==> config.mk <==
export PLATFORM = sky130hd
export DESIGN_NAME = rr_arbiter8
export DESIGN_NICKNAME = d
export VERILOG_FILES = /design/src/rtl/rr_arbiter8.sv
export SDC_FILE = /design/constraint.sdc
export NUM_CORES = 1
export LEC_CHECK = 0
export CORE_ASPECT_RATIO = 2
export CORE_MARGIN = 2
export CORE_UTILIZATION = 55
export CTS_CLUSTER_SIZE = 25
export DETAILED_ROUTE_END_ITERATION = 7
export PLACE_DENSITY = 0.85
export SYNTH_ARGS = -nofsm -noshare
export SYNTH_HDL_FRONTEND = slang
export SYNTH_SLANG_ARGS = --single-unit
==> constraint.sdc <==
create_clock -name clk -period 4.8 [get_ports clk]
set_input_delay 1.44 -clock clk [delete_from_list [all_inputs] [get_ports clk]]
set_output_delay 1.44 -clock clk [all_outputs]
set_load 0.05 [all_outputs]
==> src/rtl/rr_arbiter8.sv <==
// rr_arbiter8: eight-way round-robin arbiter with grant hold and an
// optional hold-time limit. The winner index is registered and decoded
// into a one-hot grant that is forced to zero whenever no grant is valid.
module rr_arbiter8 #(
    parameter int MAX_HOLD = 16
) (
    input  logic       clk,
    input  logic       rst,
    input  logic       en,
    input  logic [7:0] req,
    output logic [7:0] gnt,
    output logic [2:0] gnt_id,
    output logic       gnt_valid,
    output logic       preempt
);

    typedef enum logic {
        IDLE,
        GRANT
    } state_t;

    // A zero MAX_HOLD turns the limit off entirely; otherwise the grant is
    // released on the cycle whose count equals MAX_HOLD-1.
    localparam bit         HOLD_EN   = (MAX_HOLD != 0);
    localparam logic [7:0] HOLD_LAST = 8'(MAX_HOLD - 1);

    state_t     state;
    state_t     state_nx;
    logic [2:0] ptr;
    logic [2:0] ptr_nx;
    logic [7:0] cnt;
    logic [7:0] cnt_nx;
    logic [2:0] id_nx;
    logic       valid_nx;
    logic       preempt_nx;

    logic [7:0] cur_bit;
    logic [7:0] others;
    logic [3:0] idle_pick;
    logic [3:0] hand_pick;
    logic       drop;
    logic       limit;

    // Round-robin search: scan from last+1 upward, wrapping 7->0, and
    // return {found, index} of the first set candidate bit.
    function automatic logic [3:0] rr_find(input logic [7:0] cand,
                                           input logic [2:0] last);
        logic [3:0] res;
        logic [2:0] idx;
        res = 4'b0000;
        for (int k = 1; k <= 8; k++) begin
            idx = last + 3'(k);
            if (!res[3] && cand[idx]) begin
                res = {1'b1, idx};
            end
        end
        return res;
    endfunction

    assign cur_bit   = 8'b0000_0001 << gnt_id;
    assign others    = req & ~cur_bit;
    assign idle_pick = rr_find(req, ptr);
    assign hand_pick = rr_find(others, ptr);
    assign drop      = ~req[gnt_id];
    assign limit     = HOLD_EN && (cnt == HOLD_LAST);

    // Next-state, pointer, counter and grant decisions for IDLE and GRANT.
    always_comb begin
        state_nx   = state;
        ptr_nx     = ptr;
        cnt_nx     = cnt;
        id_nx      = gnt_id;
        valid_nx   = gnt_valid;
        preempt_nx = 1'b0;
        case (state)
            IDLE: begin
                if (en && (req != 8'h00)) begin
                    state_nx = GRANT;
                    ptr_nx   = idle_pick[2:0];
                    id_nx    = idle_pick[2:0];
                    valid_nx = 1'b1;
                    cnt_nx   = 8'd0;
                end else begin
                    id_nx    = 3'd0;
                    valid_nx = 1'b0;
                end
            end
            GRANT: begin
                if (!en) begin
                    state_nx = IDLE;
                    id_nx    = 3'd0;
                    valid_nx = 1'b0;
                    cnt_nx   = 8'd0;
                end else if (drop || limit) begin
                    if (hand_pick[3]) begin
                        ptr_nx     = hand_pick[2:0];
                        id_nx      = hand_pick[2:0];
                        valid_nx   = 1'b1;
                        cnt_nx     = 8'd0;
                        preempt_nx = limit && !drop;
                    end else if (!drop) begin
                        cnt_nx = 8'd0;
                    end else begin
                        state_nx = IDLE;
                        id_nx    = 3'd0;
                        valid_nx = 1'b0;
                        cnt_nx   = 8'd0;
                    end
                end else begin
                    cnt_nx = (cnt == 8'hFF) ? cnt : cnt + 8'd1;
                end
            end
            default: begin
                state_nx = IDLE;
                id_nx    = 3'd0;
                valid_nx = 1'b0;
                cnt_nx   = 8'd0;
            end
        endcase
    end

    // State and output registers; the one-hot grant is decoded from the
    // next winner so that gnt, gnt_id and gnt_valid always change together.
    always_ff @(posedge clk or posedge rst) begin
        if (rst) begin
            state     <= IDLE;
            ptr       <= 3'd7;
            cnt       <= 8'd0;
            gnt_id    <= 3'd0;
            gnt_valid <= 1'b0;
            preempt   <= 1'b0;
            gnt       <= 8'h00;
        end else begin
            state     <= state_nx;
            ptr       <= ptr_nx;
            cnt       <= cnt_nx;
            gnt_id    <= id_nx;
            gnt_valid <= valid_nx;
            preempt   <= preempt_nx;
            gnt       <= valid_nx ? (8'b0000_0001 << id_nx) : 8'h00;
        end
    end

endmodule

==> impl_metrics.py, run 1 <==
metrics = {
    "route": {
        "ant_nets": 0,
        "finalWirelength_microns": 11600,
        "vias": 3701,
        "drt-initial-drc-count": 347,
        "wire_per_inst_microns": 22.0,
        "drc": 0,
        "viasPerCell": 7.02,
        "dr.pass1.iters": 5,
    },
    "timing": {
        "holdWs_ps": 505,
        "fin_crit_ps": 4480,
        "fmax_mhz": 223,
        "period_share_pct": 93.4,
        "finalClockSkew_ps": 5.16,
        "fin_tns_setup_ps": 0,
        "worstMarginPinSlew_ps": 927,
        "maxSlewHeadroom_pct": 38.2,
        "report.final.hold_viol_count": 0,
        "drv_slew": 0,
        "setup_viol": 0,
        "rsz0062_at_grt": "false",
    },
    "worst_setup_path": {
        "ff2ff_path_depth": 11,
        "worstPathRequired_ps": 5000,
        "cp_max_fo": 13,
        "startpoint_type": "input port",
        "endpoint_kind": "flip-flop",
        "arrival_ps": 4690,
        "r2r_slack_ps": 910,
        "r2r_end": "gnt[7]",
        "r2r_start": "ptr[1]",
        "critPathKind": "in2reg",
    },
    "die": {
        "die_w_microns": 61.2,
        "fp.coreArea_sq_um": 6310,
        "die_area_sq_um": 7240,
        "rows": 41,
        "io_pins": 24,
        "die_y_microns": 118,
        "initial_core_util_pct": 57.0,
    },
    "clocking": {
        "postCtsSetupRepairBufs": 0,
        "cts_hold_buf": 0,
        "cts_resized": 0,
        "cts_tree": "yes",
        "cts_max_level": 1,
        "clk_pin_slew_ps": 60,
        "root_buffer": "clkbuf_16",
        "cts_made_buffers": 3,
        "clk_latency_ps": 270,
        "cts.sinks": 25,
        "clockBufferDepth": 2,
    },
    "global_route": {
        "antenna_found_initial": 0,
        "grt_pass1_wl_microns": 18800,
        "grt_max_degree": 50,
        "grt_overflow": 0,
        "grt.total_usage_pct": 34.6,
        "grt_pass1_vias": 3710,
    },
    "final_layout": {
        "area_growth_syn_to_layout_pct": 11.0,
        "antenna_cells": 0,
        "final_nets": 456,
        "fill_cells": 553,
        "drive_gt1_share_pct": 19.0,
    },
    "synth": {
        "async_flop_share_pct": 100,
        "syn_inst": 429,
        "avgSynthCellArea_sq_um": 8.39,
        "synth_fp_nets": 443,
        "ys_ff_latch": 25,
        "ys_top_cells_by_count": "nand2_1 (41), nor2_1 (38), o21ai_0 (26), dfrtp_1 (22)",
        "synth.area.top_cells": "dfrtp_1 (15%), mux4_2 (12%), nand2_1 (4.3%)",
        "seq_area_frac_synth_pct": 17.5,
        "ys_types": 84,
        "synth_top_cell_by_area": "dfrtp_1",
        "ys.flop_type": "dfrtp_1",
        "synth_top_area_share_pct": 15.3,
        "synth_edf_count": 0,
        "ys_warn_count": 0,
        "synth_most_common_cell": "nand2_1",
        "netlist_area_sq_um": 3600,
    },
    "hold_path": {
        "whs_path_depth": 1,
        "worstHoldStart": "cnt[7]",
        "hp-class": "reg2reg",
        "hold_end": "cnt[7]",
    },
    "placed_design": {
        "gp_congestion": 1.01,
        "io_buffers": 23,
        "hpwl_microns": 8650,
    },
    "run_status": {
        "status": "completed",
    },
    "job": {
        "maxCapViolations": 0,
    },
}
==> registers in the layout, indices dropped and copies added, names as in the netlist <==
signal	flops
cnt	8
gnt	8
gnt_id	3
ptr	3
gnt_valid	1
preempt	1
state	1
==> layer usage <==
metal  GRT usage, %  vias to the layer above  part of all wire, %
met5              0                        -                    0
met4           25.8                        0                  8.8
met3           3.61                       71                  5.4
met2           56.3                      194                   51
met1           38.9                     1750                   34
li1               -                     1686                    -
==> critical path, stage by stage <==
cell	delay (ps)
clkdlybuf4s50_1	640
mux4_2	600
mux2_2	350
a2111oi_2	340
nand2_1	200
a2111oi_2	440
o21ai_1	190
o211ai_4	190
o21ai_1	150
nor2b_1	130
==> cell usage in the layout (no fill, tap or decap), types with 4 or more instances in the layout <==
master           instances
and3_1                   5
inv_1                   16
o22ai_1                  9
nand2_1                 41
and3b_1                  4
a211oi_1                 5
nand2b_1                15
o32ai_1                  4
o22a_1                   4
nor2_1                  38
nand3_1                 11
o221ai_1                14
clkdlybuf4s50_1         23
dfrtp_1                 22
mux4_2                  19
mux2_2                  11
buf_4                   21
a21o_1                   4
nor3b_2                  6
nor2b_1                 11
o31ai_1                  4
a21oi_1                 14
a221oi_1                 4
o211ai_1                 7
mux2i_1                  5
and2_1                   4
o21ai_0                 26
==> worst max-delay path by stage <==
| stage | from | to | slack (ps) | cells after the start |
|---|---|---|---|---|
| after CTS | req[7] | gnt[3] | 320 | 10 |
| after global routing | req[7] | gnt[7] | 120 | 10 |
| final | req[7] | gnt[7] | 320 | 10 |
| after detailed placement | req[7] | gnt[5] | 70 | 10 |
| after floorplan | ptr[1] | gnt[7] | 850 | 15 |
| after global placement | req[7] | gnt[7] | 170 | 10 |
==> cells by family after synthesis <==
kind of cell / count (synthesis) / share of synthesized area [%]
flip-flops: 25 / 17.5
AO/OA/AOI/OAI: 142 / 30.5
multiplexers: 36 / 17.5
XOR/XNOR: 5 / 1.22
AND/OR/NAND/NOR: 164 / 25.3
adder cells (fa/ha/maj): 3 / 1.04
buffers and inverters: 54 / 6.92
==> stage by stage <==
| step | area (sq um) | util (%) | std cells | setup slack [ps] |
|---|---|---|---|---|
| after floorplan | 3600 | - | 429 | 851 |
| after CTS | 4000 | 63.3 | 527 | 325 |
| after global routing | 4000 | 63.3 | 527 | 120 |
| final | 4000 | 63.3 | 527 | 315 |
| after global placement | 3910 | 62.0 | 523 | 172 |
| after detailed placement | 3910 | 62.0 | 523 | 73.4 |
==> area by class of cell <==
cell class	instances	area (sq um)	share of cell area (%)
tap	86	108	2.69
timing repair buffer	44	388	9.71
clock buffer	3	75.1	1.88
multi-input combinational	350	2720	68.1
inverter	18	67.6	1.69
clock inverter	1	7.51	0.188
sequential	25	629	15.8
Power of run 1 is not shown: default switching activity piles up to over one toggle a cycle in this logic, so the estimate is an artifact.
==> run 2: changes to the inputs <==
--- a/config.mk
+++ b/config.mk
@@ -7,10 +7,10 @@
 export LEC_CHECK = 0
 export CORE_ASPECT_RATIO = 2
 export CORE_MARGIN = 2
-export CORE_UTILIZATION = 55
+export CORE_UTILIZATION = 61
 export CTS_CLUSTER_SIZE = 25
 export DETAILED_ROUTE_END_ITERATION = 7
-export PLACE_DENSITY = 0.85
+export PLACE_DENSITY_LB_ADDON = 0.25
 export SYNTH_ARGS = -nofsm -noshare
 export SYNTH_HDL_FRONTEND = slang
 export SYNTH_SLANG_ARGS = --single-unit
==> impl_metrics.py, run 2 (synthesis results as in run 1) <==
metrics = {
    "job": {
        "maxCapViolations": 0,
    },
    "clocking": {
        "root_buffer": "clkbuf_16",
        "clockBufferDepth": 2,
        "clk_pin_slew_ps": 60,
        "cts_max_level": 1,
        "cts.sinks": 25,
        "cts_tree": "yes",
        "cts_resized": 0,
        "clk_latency_ps": 260,
        "postCtsSetupRepairBufs": 0,
        "cts_made_buffers": 3,
        "cts_hold_buf": 0,
    },
    "final_layout": {
        "stdcell_count": 503,
        "fin_area_sq_um": 3970,
        "area_growth_syn_to_layout_pct": 10.4,
        "final_nets": 457,
        "drive_gt1_share_pct": 19.2,
        "antenna_cells": 0,
        "layout_common_cells": "nand2_1 (41), nor2_1 (38), o21ai_0 (26)",
        "layout_commonest_cell": "nand2_1",
        "largest_registers": "cnt (8), gnt (8)",
    },
    "global_route": {
        "grt_pass1_vias": 3809,
        "grt_max_degree": 50,
        "grt_overflow": 0,
        "grt.total_usage_pct": 38.2,
        "antenna_found_initial": 0,
        "grt_pass1_wl_microns": 19100,
    },
    "worst_setup_path": {
        "ff2ff_path_depth": 11,
        "critPathKind": "in2reg",
        "startpoint_type": "input port",
        "arrival_ps": 4780,
        "endpoint_kind": "flip-flop",
        "cp_max_fo": 13,
        "worstPathRequired_ps": 4990,
    },
    "route": {
        "drt-initial-drc-count": 278,
        "wire_per_inst_microns": 23.3,
        "finalWirelength_microns": 11700,
        "wl_met2_microns": 6170,
        "top_layer": "met4",
        "ant_nets": 0,
        "vias": 3772,
        "drc": 0,
        "wl_met3_microns": 715,
        "viasPerCell": 7.50,
        "wl_met1_microns": 3780,
        "dr.pass1.iters": 5,
    },
    "die": {
        "die_area_sq_um": 6570,
        "die_w_microns": 58.3,
        "die_y_microns": 113,
        "fp.coreArea_sq_um": 5710,
        "initial_core_util_pct": 63.0,
        "io_pins": 24,
        "rows": 39,
    },
    "hold_path": {
        "hp-class": "reg2reg",
        "whs_path_depth": 1,
    },
    "placed_design": {
        "hpwl_microns": 8720,
        "io_buffers": 23,
        "gp_congestion": 0.996,
        "placed_cells": 499,
        "post_dp_cell_area_sq_um": 3890,
    },
    "timing": {
        "finalClockSkew_ps": 1.10,
        "rsz0062_at_grt": "false",
        "fmax_mhz": 218,
        "setup_viol": 0,
        "maxSlewHeadroom_pct": 40.2,
        "drv_slew": 0,
        "fin_crit_ps": 4590,
        "fin_tns_setup_ps": 0,
        "report.final.hold_viol_count": 0,
        "period_share_pct": 95.6,
        "holdWs_ps": 508,
        "worstMarginPinSlew_ps": 896,
    },
    "run_status": {
        "status": "completed",
    },
}
[run 2: cell count changes in the layout (fill, tap and decap cells not counted), sizes merged]
cell  delta
buf      +1
[run 2: metrics by stage]
stage               utilization, %  setup WS (ps)
CTS                           69.6            264
finish                        69.6            212
floorplan                        -            851
global placement              68.1            155
detailed placement            68.1           49.7
global route                  69.6           51.0
[run 2: area by class of cell]
class                   instances  area, sq um
flip-flops and latches         25          629
inverters                      18         67.6
well taps                      61         76.3
repair buffers                 45          395
clock inverters                 1         7.51
fillers                       471         1740
clock buffers                   3         75.1
multi-input cells             350         2720
[run 2: worst max-delay path: stages]
cell and delay [ps]:
clkdlybuf4s50_1 660, mux4_2 610, mux2_2 350, a2111oi_2 340, nand2_1 210, a2111oi_2 430, o21ai_1 200, o211ai_4 210
o21ai_1 170, nor2b_1 150
[run 2: path summary, 6_finish.rpt]
kind / from / endpoint / slack [ps]
min in group asynchronous: rst / gnt[4] / 1670
max in group asynchronous: rst / cnt[7] / 2580
worst min-delay path: cnt[7] / cnt[7] / 510
worst max register to register: ptr[0] / gnt[7] / 940
worst max-delay path: req[6] / gnt[7] / 210
worst min register to register: cnt[7] / cnt[7] / 510
[run 2: routing by layer]
metal | vias up | track usage, %
li1 | 1685 | -
met1 | 1775 | 38.9
met2 | 231 | 66.9
met3 | 81 | 4.72
met4 | 0 | 29.3
met5 | - | 0
Power of run 2 is left out for the same reason.
==> run 3: changes to the inputs <==
--- a/config.mk
+++ b/config.mk
@@ -5,9 +5,11 @@
 export SDC_FILE = /design/constraint.sdc
 export NUM_CORES = 1
 export LEC_CHECK = 0
+export ABC_AREA = 1
 export CORE_ASPECT_RATIO = 2
 export CORE_MARGIN = 2
-export CORE_UTILIZATION = 61
+export CORE_UTILIZATION = 60
+export CTS_BUF_LIST = sky130_fd_sc_hd__clkbuf_2 sky130_fd_sc_hd__clkbuf_4 sky130_fd_sc_hd__clkbuf_8
 export CTS_CLUSTER_SIZE = 25
 export DETAILED_ROUTE_END_ITERATION = 7
 export PLACE_DENSITY_LB_ADDON = 0.25
==> impl_metrics.py, run 3 <==
metrics = {
    "placed_design": {
        "gp_congestion": 1.01,
        "post_dp_cell_area_sq_um": 2880,
        "hpwl_microns": 5750,
        "io_buffers": 23,
        "placed_cells": 476,
    },
    "global_route": {
        "grt.total_usage_pct": 31.0,
        "grt_overflow": 0,
        "grt_max_degree": 26,
        "grt_pass1_wl_microns": 11800,
        "antenna_found_initial": 0,
        "grt_pass1_vias": 2733,
    },
    "worst_setup_path": {
        "startpoint_type": "flip-flop",
        "crit_chain": "inv_1, ha_1, inv_2, nand3_1, nand3_1, nand2_2, nor2_4, nand4_4, nor2_4, nand3_2, nand2_1, inv_2, nand2_2, nand2_2, inv_2, nand2_2, nand3_2, nor2_1",
        "critPathKind": "reg2reg",
        "crit_family": "simple AND/OR/NAND/NOR gates",
        "critPathBufInv": 4,
        "arrival_ps": 3800,
        "critPathLaunch": "ptr[1]",
        "worstPathRequired_ps": 4970,
        "endpoint_kind": "flip-flop",
        "cp_slowest_cell": "dfstp_2",
        "cp_slowest_stage_delay_ps": 760,
        "cp_max_fo": 16,
        "r2r_start": "ptr[1]",
        "crit_top_cell": "nand2_2",
    },
    "synth": {
        "syn_inst": 409,
        "async_flop_share_pct": 100,
        "synth_top_cell_by_area": "dfrtp_1",
        "synth_edf_count": 0,
        "synth_fp_nets": 423,
        "seq_area_frac_synth_pct": 23.6,
        "ys_top_cells_by_count": "nand2_1 (109), nand3_1 (68), inv_1 (43), nor2_1 (25), dfrtp_1 (22)",
        "synth_top_area_share_pct": 20.6,
        "ys_types": 46,
        "ys.flop_type": "dfrtp_1",
        "ys_warn_count": 0,
        "avgSynthCellArea_sq_um": 6.53,
        "synth.area.top_cells": "dfrtp_1 (21%), nand2_1 (15%), nand3_1 (13%)",
        "netlist_area_sq_um": 2670,
        "ys_ff_latch": 25,
        "synth_most_common_cell": "nand2_1",
    },
    "clocking": {
        "cts.sinks": 25,
        "postCtsSetupRepairBufs": 0,
        "clk_pin_slew_ps": 80,
        "clk_latency_ps": 270,
        "cts_tree": "yes",
        "clockBufferDepth": 2,
        "cts_hold_buf": 0,
        "cts_max_level": 1,
        "root_buffer": "clkbuf_8",
        "cts_resized": 0,
        "cts_made_buffers": 3,
    },
    "die": {
        "fp.coreArea_sq_um": 4300,
        "io_pins": 24,
        "die_w_microns": 51.2,
        "initial_core_util_pct": 62.1,
        "die_area_sq_um": 5030,
        "die_y_microns": 98.3,
        "rows": 34,
    },
    "job": {
        "maxCapViolations": 0,
    },
    "timing": {
        "setup_viol": 0,
        "fin_tns_setup_ps": 0,
        "fin_crit_ps": 3630,
        "maxSlewHeadroom_pct": 40.1,
        "drv_slew": 0,
        "rsz0062_at_grt": "false",
        "report.final.hold_viol_count": 0,
        "finalClockSkew_ps": 1.08,
        "fmax_mhz": 275,
        "period_share_pct": 75.7,
        "worstMarginPinSlew_ps": 897,
    },
    "hold_path": {
        "hp-class": "reg2reg",
        "worstHoldStart": "cnt[1]",
    },
    "final_layout": {
        "fill_cells": 399,
        "final_nets": 441,
        "stdcell_count": 480,
        "antenna_cells": 0,
        "area_growth_syn_to_layout_pct": 9.84,
        "layout_commonest_cell": "nand2_1",
        "fin_area_sq_um": 2930,
        "fin_util_pct": 68.3,
        "drive_gt1_share_pct": 13.6,
        "layout_common_cells": "nand2_1 (109), nand3_1 (68), inv_1 (43)",
        "largest_registers": "cnt (8), gnt (8)",
    },
    "run_status": {
        "status": "completed",
    },
    "route": {
        "viasPerCell": 5.81,
        "drt-initial-drc-count": 93,
        "dr.pass1.iters": 6,
        "vias": 2787,
        "ant_nets": 0,
        "wire_per_inst_microns": 14.7,
        "drc": 0,
        "finalWirelength_microns": 7050,
    },
}
## run 3: changes by cell type after synthesis, sizes merged, moves of 14 or more
cell	change
o221ai	-14
nand2b	-15
clkbuf	-19
nand2	+81
mux4	-20
inv	+36
nand3	+63
## run 3: per-layer routing
metal	global-route usage, %	vias up	wire, microns
met3	3.36	33	251
met1	30.8	1277	2530
met4	22.7	0	473
li1	-	1388	-
met2	56.0	89	3800
met5	0	-	0
## run 3: worst register-to-register path, stage by stage (launching register included)
cell and delay (ps):
dfstp_2 760, inv_1 300, ha_1 560, inv_2 280, nand3_1 150, nand3_1 150, nand2_2 90, nor2_4 170
nand4_4 110, nor2_4 160, nand3_2 150, nand2_1 110, inv_2 50, nand2_2 60, nand2_2 90, inv_2 90
nand2_2 80, nand3_2 110, nor2_1 60
## run 3: final cells by class
type	count	area [sq um]	area share, %
inverters	54	203	6.91
repair buffers	24	238	8.11
flip-flops and latches	25	629	21.5
multi-input cells	319	1750	59.6
well taps	54	67.6	2.30
clock buffers	4	48.8	1.66
## run 3: path summary, 6_finish.rpt
check	to	slack, ps	depth (start not counted)
hold reg to reg	cnt[1]	580	2
max in group asynchronous	cnt[3]	2600	2
setup reg to reg	gnt[0]	1170	18
setup / recovery	gnt[0]	1170	18
min in group asynchronous	gnt_valid	1650	2
hold / removal	cnt[1]	580	2
## run 3: cells by family (layout without fill, tap and decap cells)
kind of cell | count (synthesis) | count (layout) | synth area share [%]
AO/OA/AOI/OAI | 54 | 54 | 12.9
adder cells (fa/ha/maj) | 3 | 3 | 1.41
multiplexers | 3 | 3 | 1.12
AND/OR/NAND/NOR | 250 | 250 | 45.8
flip-flops | 25 | 25 | 23.6
buffers and inverters | 65 | 82 | 11.0
XOR/XNOR | 9 | 9 | 4.22
## run 3: metrics by stage
| stage | hold slack, ps | worst slack, ps |
|---|---|---|
| after floorplan | 520 | 1790 |
| after global placement | 541 | 996 |
| after detailed placement | 568 | 925 |
| after CTS | 582 | 1230 |
| after global routing | 594 | 923 |
| final | 576 | 1170 |
Power of run 3 is left out for the same reason.
